`src/rtl/instr_encoder.sv`:
```
// instr_encoder: packs field-level instruction descriptors into 32-bit words
// and streams them into instruction memory from a programmable base address.
// Optional feature macro: ENC_PAD_NOP_EN appends three nop words after the
// final descriptor of a session.
module instr_encoder #(
  parameter int ADDR_W = 8
) (
  input  logic              clk,
  input  logic              rst,
  input  logic              start,
  input  logic [ADDR_W-1:0] base_addr,
  input  logic              in_valid,
  output logic              in_ready,
  input  logic [3:0]        in_kind,
  input  logic [4:0]        in_rs,
  input  logic [4:0]        in_rt,
  input  logic [4:0]        in_rd,
  input  logic [3:0]        in_fun,
  input  logic [15:0]       in_imm,
  input  logic [25:0]       in_target,
  input  logic              in_last,
  output logic              imem_we,
  output logic [ADDR_W-1:0] imem_addr,
  output logic [31:0]       imem_wdata,
  output logic              busy,
  output logic              done,
  output logic              err,
  output logic [ADDR_W:0]   words
);

  typedef enum logic [2:0] {IDLE, RUN, PAD, DONE, ERR} state_t;

  localparam logic [ADDR_W-1:0] ADDR_TOP = {ADDR_W{1'b1}};
  localparam logic [31:0]       NOP_WORD = 32'hFC00_0000;

  state_t            state;
  logic [ADDR_W-1:0] addr_cnt;
  logic              full;
  logic              last_seen;
  logic              legal;
  logic [31:0]       enc;
`ifdef ENC_PAD_NOP_EN
  logic [1:0]        pad_cnt;
`endif

  assign busy = (state != IDLE);

  // Opcode map: decide legality of the descriptor kind and pack its fields
  always_comb begin
    legal = 1'b1;
    enc   = '0;
    case (in_kind)
      4'd0:    enc = {6'b100000, in_rs, in_rt, in_imm};
      4'd1:    enc = {6'b100001, in_rs, in_rt, in_imm};
      4'd2:    enc = {6'b100010, in_rs, in_rt, in_imm};
      4'd3:    enc = {6'b100011, in_rs, in_rt, in_imm};
      4'd4:    enc = {6'b100100, in_rs, in_rt, in_imm};
      4'd5:    enc = {6'b100101, in_rs, in_rt, in_imm};
      4'd6:    enc = {6'b100110, in_rs, in_rt, in_imm};
      4'd7:    enc = {6'b100111, in_rs, in_rt, in_imm};
      4'd8:    enc = {6'b000000, in_target};
      4'd9:    enc = {6'b110000, in_rs, in_rt, in_rd, 5'b00000, 2'b00, in_fun};
      4'd10:   enc = NOP_WORD;
      default: legal = 1'b0;
    endcase
  end

  // Session FSM: handshake, write issue, address tracking and status flags
  always_ff @(posedge clk or posedge rst) begin
    if (rst) begin
      state      <= IDLE;
      in_ready   <= 1'b0;
      imem_we    <= 1'b0;
      imem_addr  <= '0;
      imem_wdata <= '0;
      done       <= 1'b0;
      err        <= 1'b0;
      addr_cnt   <= '0;
      full       <= 1'b0;
      last_seen  <= 1'b0;
`ifdef ENC_PAD_NOP_EN
      pad_cnt    <= '0;
`endif
    end else begin
      case (state)
        IDLE: begin
          imem_we  <= 1'b0;
          done     <= 1'b0;
          in_ready <= 1'b0;
          if (start) begin
            state     <= RUN;
            addr_cnt  <= base_addr;
            err       <= 1'b0;
            full      <= 1'b0;
            last_seen <= 1'b0;
            in_ready  <= 1'b1;
          end
        end
        RUN: begin
          if (last_seen) begin
            imem_we  <= 1'b0;
            in_ready <= 1'b0;
            done     <= 1'b1;
            state    <= DONE;
          end else if (in_valid && in_ready) begin
            if (!legal || full) begin
              imem_we  <= 1'b0;
              in_ready <= 1'b0;
              err      <= 1'b1;
              state    <= ERR;
            end else begin
              imem_we    <= 1'b1;
              imem_addr  <= addr_cnt;
              imem_wdata <= enc;
              if (addr_cnt == ADDR_TOP) begin
                full <= 1'b1;
              end else begin
                addr_cnt <= addr_cnt + ADDR_W'(1);
              end
              in_ready <= !in_last && (addr_cnt != ADDR_TOP);
              if (in_last) begin
`ifdef ENC_PAD_NOP_EN
                state   <= PAD;
                pad_cnt <= 2'd3;
`else
                last_seen <= 1'b1;
`endif
              end
            end
          end else begin
            imem_we  <= 1'b0;
            in_ready <= 1'b1;
          end
        end
`ifdef ENC_PAD_NOP_EN
        PAD: begin
          in_ready <= 1'b0;
          if (pad_cnt == 2'd0) begin
            imem_we <= 1'b0;
            done    <= 1'b1;
            state   <= DONE;
          end else if (full) begin
            imem_we <= 1'b0;
            err     <= 1'b1;
            state   <= ERR;
          end else begin
            imem_we    <= 1'b1;
            imem_addr  <= addr_cnt;
            imem_wdata <= NOP_WORD;
            pad_cnt    <= pad_cnt - 2'd1;
            if (addr_cnt == ADDR_TOP) begin
              full <= 1'b1;
            end else begin
              addr_cnt <= addr_cnt + ADDR_W'(1);
            end
          end
        end
`endif
        DONE: begin
          imem_we  <= 1'b0;
          in_ready <= 1'b0;
          done     <= 1'b0;
          state    <= IDLE;
        end
        ERR: begin
          imem_we  <= 1'b0;
          in_ready <= 1'b0;
          state    <= IDLE;
        end
        default: begin
          imem_we  <= 1'b0;
          in_ready <= 1'b0;
          done     <= 1'b0;
          state    <= IDLE;
        end
      endcase
    end
  end

  // Word counter advances on the edge that closes each write cycle
  always_ff @(posedge clk or posedge rst) begin
    if (rst) begin
      words <= '0;
    end else if (state == IDLE && start) begin
      words <= '0;
    end else if (imem_we) begin
      words <= words + (ADDR_W+1)'(1);
    end
  end

endmodule

```
`config.mk`:
```
export PLATFORM = sky130hd
export DESIGN_NAME = instr_encoder
export DESIGN_NICKNAME = d
export VERILOG_FILES = /design/src/rtl/instr_encoder.sv
export SDC_FILE = /design/constraint.sdc
export NUM_CORES = 1
export LEC_CHECK = 0
export ABC_AREA = 1
export CAP_MARGIN = 40
export CORE_MARGIN = 1
export CORE_UTILIZATION = 48
export CTS_CLUSTER_SIZE = 24
export DETAILED_ROUTE_END_ITERATION = 8
export GPL_TIMING_DRIVEN = 0
export PLACE_DENSITY = 0.88
export REMOVE_ABC_BUFFERS = 1
export SYNTH_ARGS = -nofsm -noshare
export SYNTH_HDL_FRONTEND = slang
export SYNTH_SLANG_ARGS = --single-unit
```
`constraint.sdc`:
```
create_clock -name clk -period 6.4 [get_ports clk]
set_input_delay 1.92 -clock clk [delete_from_list [all_inputs] [get_ports clk]]
set_output_delay 1.92 -clock clk [all_outputs]
set_load 0.01 [all_outputs]
```
==> impl_metrics.py <==
metrics = {
    "sta": {
        "hold_viol": 0,
        "slew_headroom": 0.4815,
        "fin_setup_tns_ps": 0,
        "finalCriticalPeriod_ps": 4140,
        "worstMarginPinSlew_ps": 776.6,
        "maxSlewViolCount": 0,
        "clock.fmax_mhz": 241.5,
        "setup_ws_ps": 2260,
        "setup_viol": 0,
        "fin_crit_sh": 0.6469,
        "rsz0062_at_grt": "false",
        "final.setup_skew_ps": 8.626,
    },
    "synthesis": {
        "synth_top_area_share": 0.4798,
        "ys_warn_count": 0,
        "async_flop_share": 1.000,
        "syn-cell-area_um2": 3442,
        "synth_edf_count": 0,
        "yosys-top-cells-area": "dfrtp_1, nand2_1, nand3_1",
        "avgSynthCellArea_um2": 7.418,
        "synth_common_cells": "nand2_1, dfrtp_1, nand3_1, o21ai_0, inv_1",
        "synth_top_cell_by_area": "dfrtp_1",
        "syn_inst": 464,
        "synth_top_flop_cell": "dfrtp_1",
        "seq_area_frac_synth": 0.4798,
        "yosysUniqueCellTypes": 27,
        "yosysMostFrequentCell": "nand2_1",
        "synth_seq_cells": 66,
    },
    "setup_path": {
        "cp-end-kind": "register",
        "start_kind": "input port",
        "critPathKind": "in2reg",
        "required_ps": 6670,
        "arrival_ps": 4410,
        "cp_max_fo": 50,
    },
    "grt": {
        "grt_max_degree": 51,
        "antenna_found_initial": 0,
        "grt_usage": 0.2581,
        "grt-ovfl-total": 0,
        "first_global_vias": 3406,
        "grt_pass1_wl_um": 15140,
    },
    "pwr": {
        "power_frac_comb": 0.451,
        "p_per_area_nw_per_um2": 378.8,
        "swShare": 0.3775,
        "p_switching_uw": 712.4,
        "clkPwrFrac": 0.187,
        "leakage_uw": 0.002459,
        "seq_power_share": 0.362,
        "ir_worst_vdd_mv": 0.2081,
        "internal-power_uw": 1175,
    },
    "place": {
        "hpwlAfterDp_um": 6591,
        "portBuffers": 131,
        "preCtsSetupSlack_ps": 1942,
        "place_congestion": 0.8468,
    },
    "route": {
        "wl_met2_um": 4635,
        "route.detailed.vias_per_inst": 5.077,
        "drc": 0,
        "vias": 3513,
        "firstDrtPassIters": 6,
        "topRoutingLayerUsed": "met4",
        "ant_nets": 0,
        "drt_iter0_drc": 181,
        "wl_per_cell_um": 13.16,
        "drt-met1-wl_um": 3669,
        "routed_wl_um": 9105,
        "met3_length_um": 457,
    },
    "clocking": {
        "holdBufCountCts": 0,
        "htree_levels": 3,
        "clock_tree.root_cell": "clkbuf_8",
        "cts_tree": "done",
        "post_cts_buffers": 0,
        "path_clk_slew_ps": 70,
        "cts_sinks": 66,
        "cts_inserted_buffers": 9,
        "cts_resized": 0,
        "clk_latency_ps": 340,
        "clockBufferDepth": 2,
    },
    "floorplan": {
        "num_rows": 30,
        "start_util": 0.5011,
        "core_um2": 6869,
        "dieWidth_um": 86.68,
        "dieArea_um2": 7513,
        "io_pins": 132,
        "die_h_um": 86.68,
    },
    "layout": {
        "fin_nets": 671,
        "area_growth_pct": 44.75,
        "layout-drive-gt1-share": 0.05537,
        "antenna_cells": 0,
    },
    "run": {
        "drv_cap": 0,
    },
    "hold_path": {
        "min_path_type": "reg2reg",
    },
    "status": {
        "status": "completed",
    },
}
[registers in the layout, summed over array words and instances, names as in the netlist]
signal      cells
addr_cnt        8
done            1
err             1
full            1
imem_addr       8
imem_wdata     32
imem_we         1
in_ready        1
last_seen       1
state           3
words           9
[cells by family after synthesis]
logic type,synth area share
AOI/OAI and AO/OA,0.08324
xor gates and xnor gates,0.002545
adders and majority gates,0.007269
buffers and inverters,0.07379
DFF,0.4798
and+or+nand+nor,0.3533
[per-layer routing]
layer	track usage	vias up
li1	-	1715
met1	0.3025	1624
met5	0	-
met3	0.03905	38
met4	0.1318	0
met2	0.4589	136
[through the flow]
step / utilization / std cells / instance area (um^2) / hold slack, ps / total power, uW
5_1_grt: 0.7253 / 692 / 4982 / 498.1 / 2018
4_1_cts: 0.7253 / 692 / 4982 / 484.5 / 1893
3_3_place_gp: 0.6927 / 675 / 4758 / 461.1 / 1497
3_5_place_dp: 0.6956 / 676 / 4778 / 464.3 / 1535
2_1_floorplan: - / 448 / 3327 / 492.5 / 1112
6_report: 0.7253 / 692 / 4982 / 477.2 / 1887
[cell usage in the layout (no fill, tap or decap), drive strengths merged, types with 2 or more instances in the layout]
cell type | netlist | routed
clkinv | 0 | 3
a21oi | 7 | 7
nand2 | 226 | 226
ha | 2 | 2
nor2 | 21 | 21
or2 | 2 | 2
inv | 37 | 37
a22o | 7 | 7
o21ai | 34 | 34
nor3 | 3 | 3
nand3 | 35 | 35
nand4 | 3 | 3
clkdlybuf4s50 | 0 | 131
dfrtp | 66 | 66
clkbuf | 5 | 11
[worst paths after layout]
kind / start / end / slack [ps] / depth (start not counted)
max: in_kind[3] / imem_wdata[28] / 2260 / 10
min: imem_wdata[5] / imem_wdata[5] / 480 / 2
max reg2reg: state[2] / imem_wdata[28] / 4140 / 9
min in group asynchronous: rst / imem_wdata[0] / 2040 / 2
max in group asynchronous: rst / imem_wdata[27] / 3710 / 3
min reg2reg: imem_wdata[5] / imem_wdata[5] / 480 / 2
[power groups by stage]
stage / logic (uW) / clock network [uW] / registers (uW)
4_1_cts: 852 / 359 / 682
6_report: 851 / 353 / 684
2_1_floorplan: 382 / 0 / 730
3_3_place_gp: 817 / 0 / 680
5_1_grt: 939 / 378 / 701
3_5_place_dp: 848 / 0 / 686
[critical path: stages]
cell             delay (ps)
clkdlybuf4s50_1         510
inv_2                   420
a21oi_1                  90
nor2_1                  170
nand2_1                 110
inv_2                    90
nand2_4                 280
inv_2                   550
nand2_1                 130
nand2_1                  90
[layout make-up]
| cell class | count | area, um^2 |
|---|---|---|
| fillers | 522 | 1887 |
| multi-input cells | 345 | 1536 |
| clock buffers | 11 | 151.4 |
| well taps | 96 | 120.1 |
| clock inverters | 5 | 52.55 |
| inverters | 37 | 138.9 |
| flip-flops and latches | 66 | 1652 |
| repair buffers | 132 | 1331 |
(Power assumes the default switching activity.)
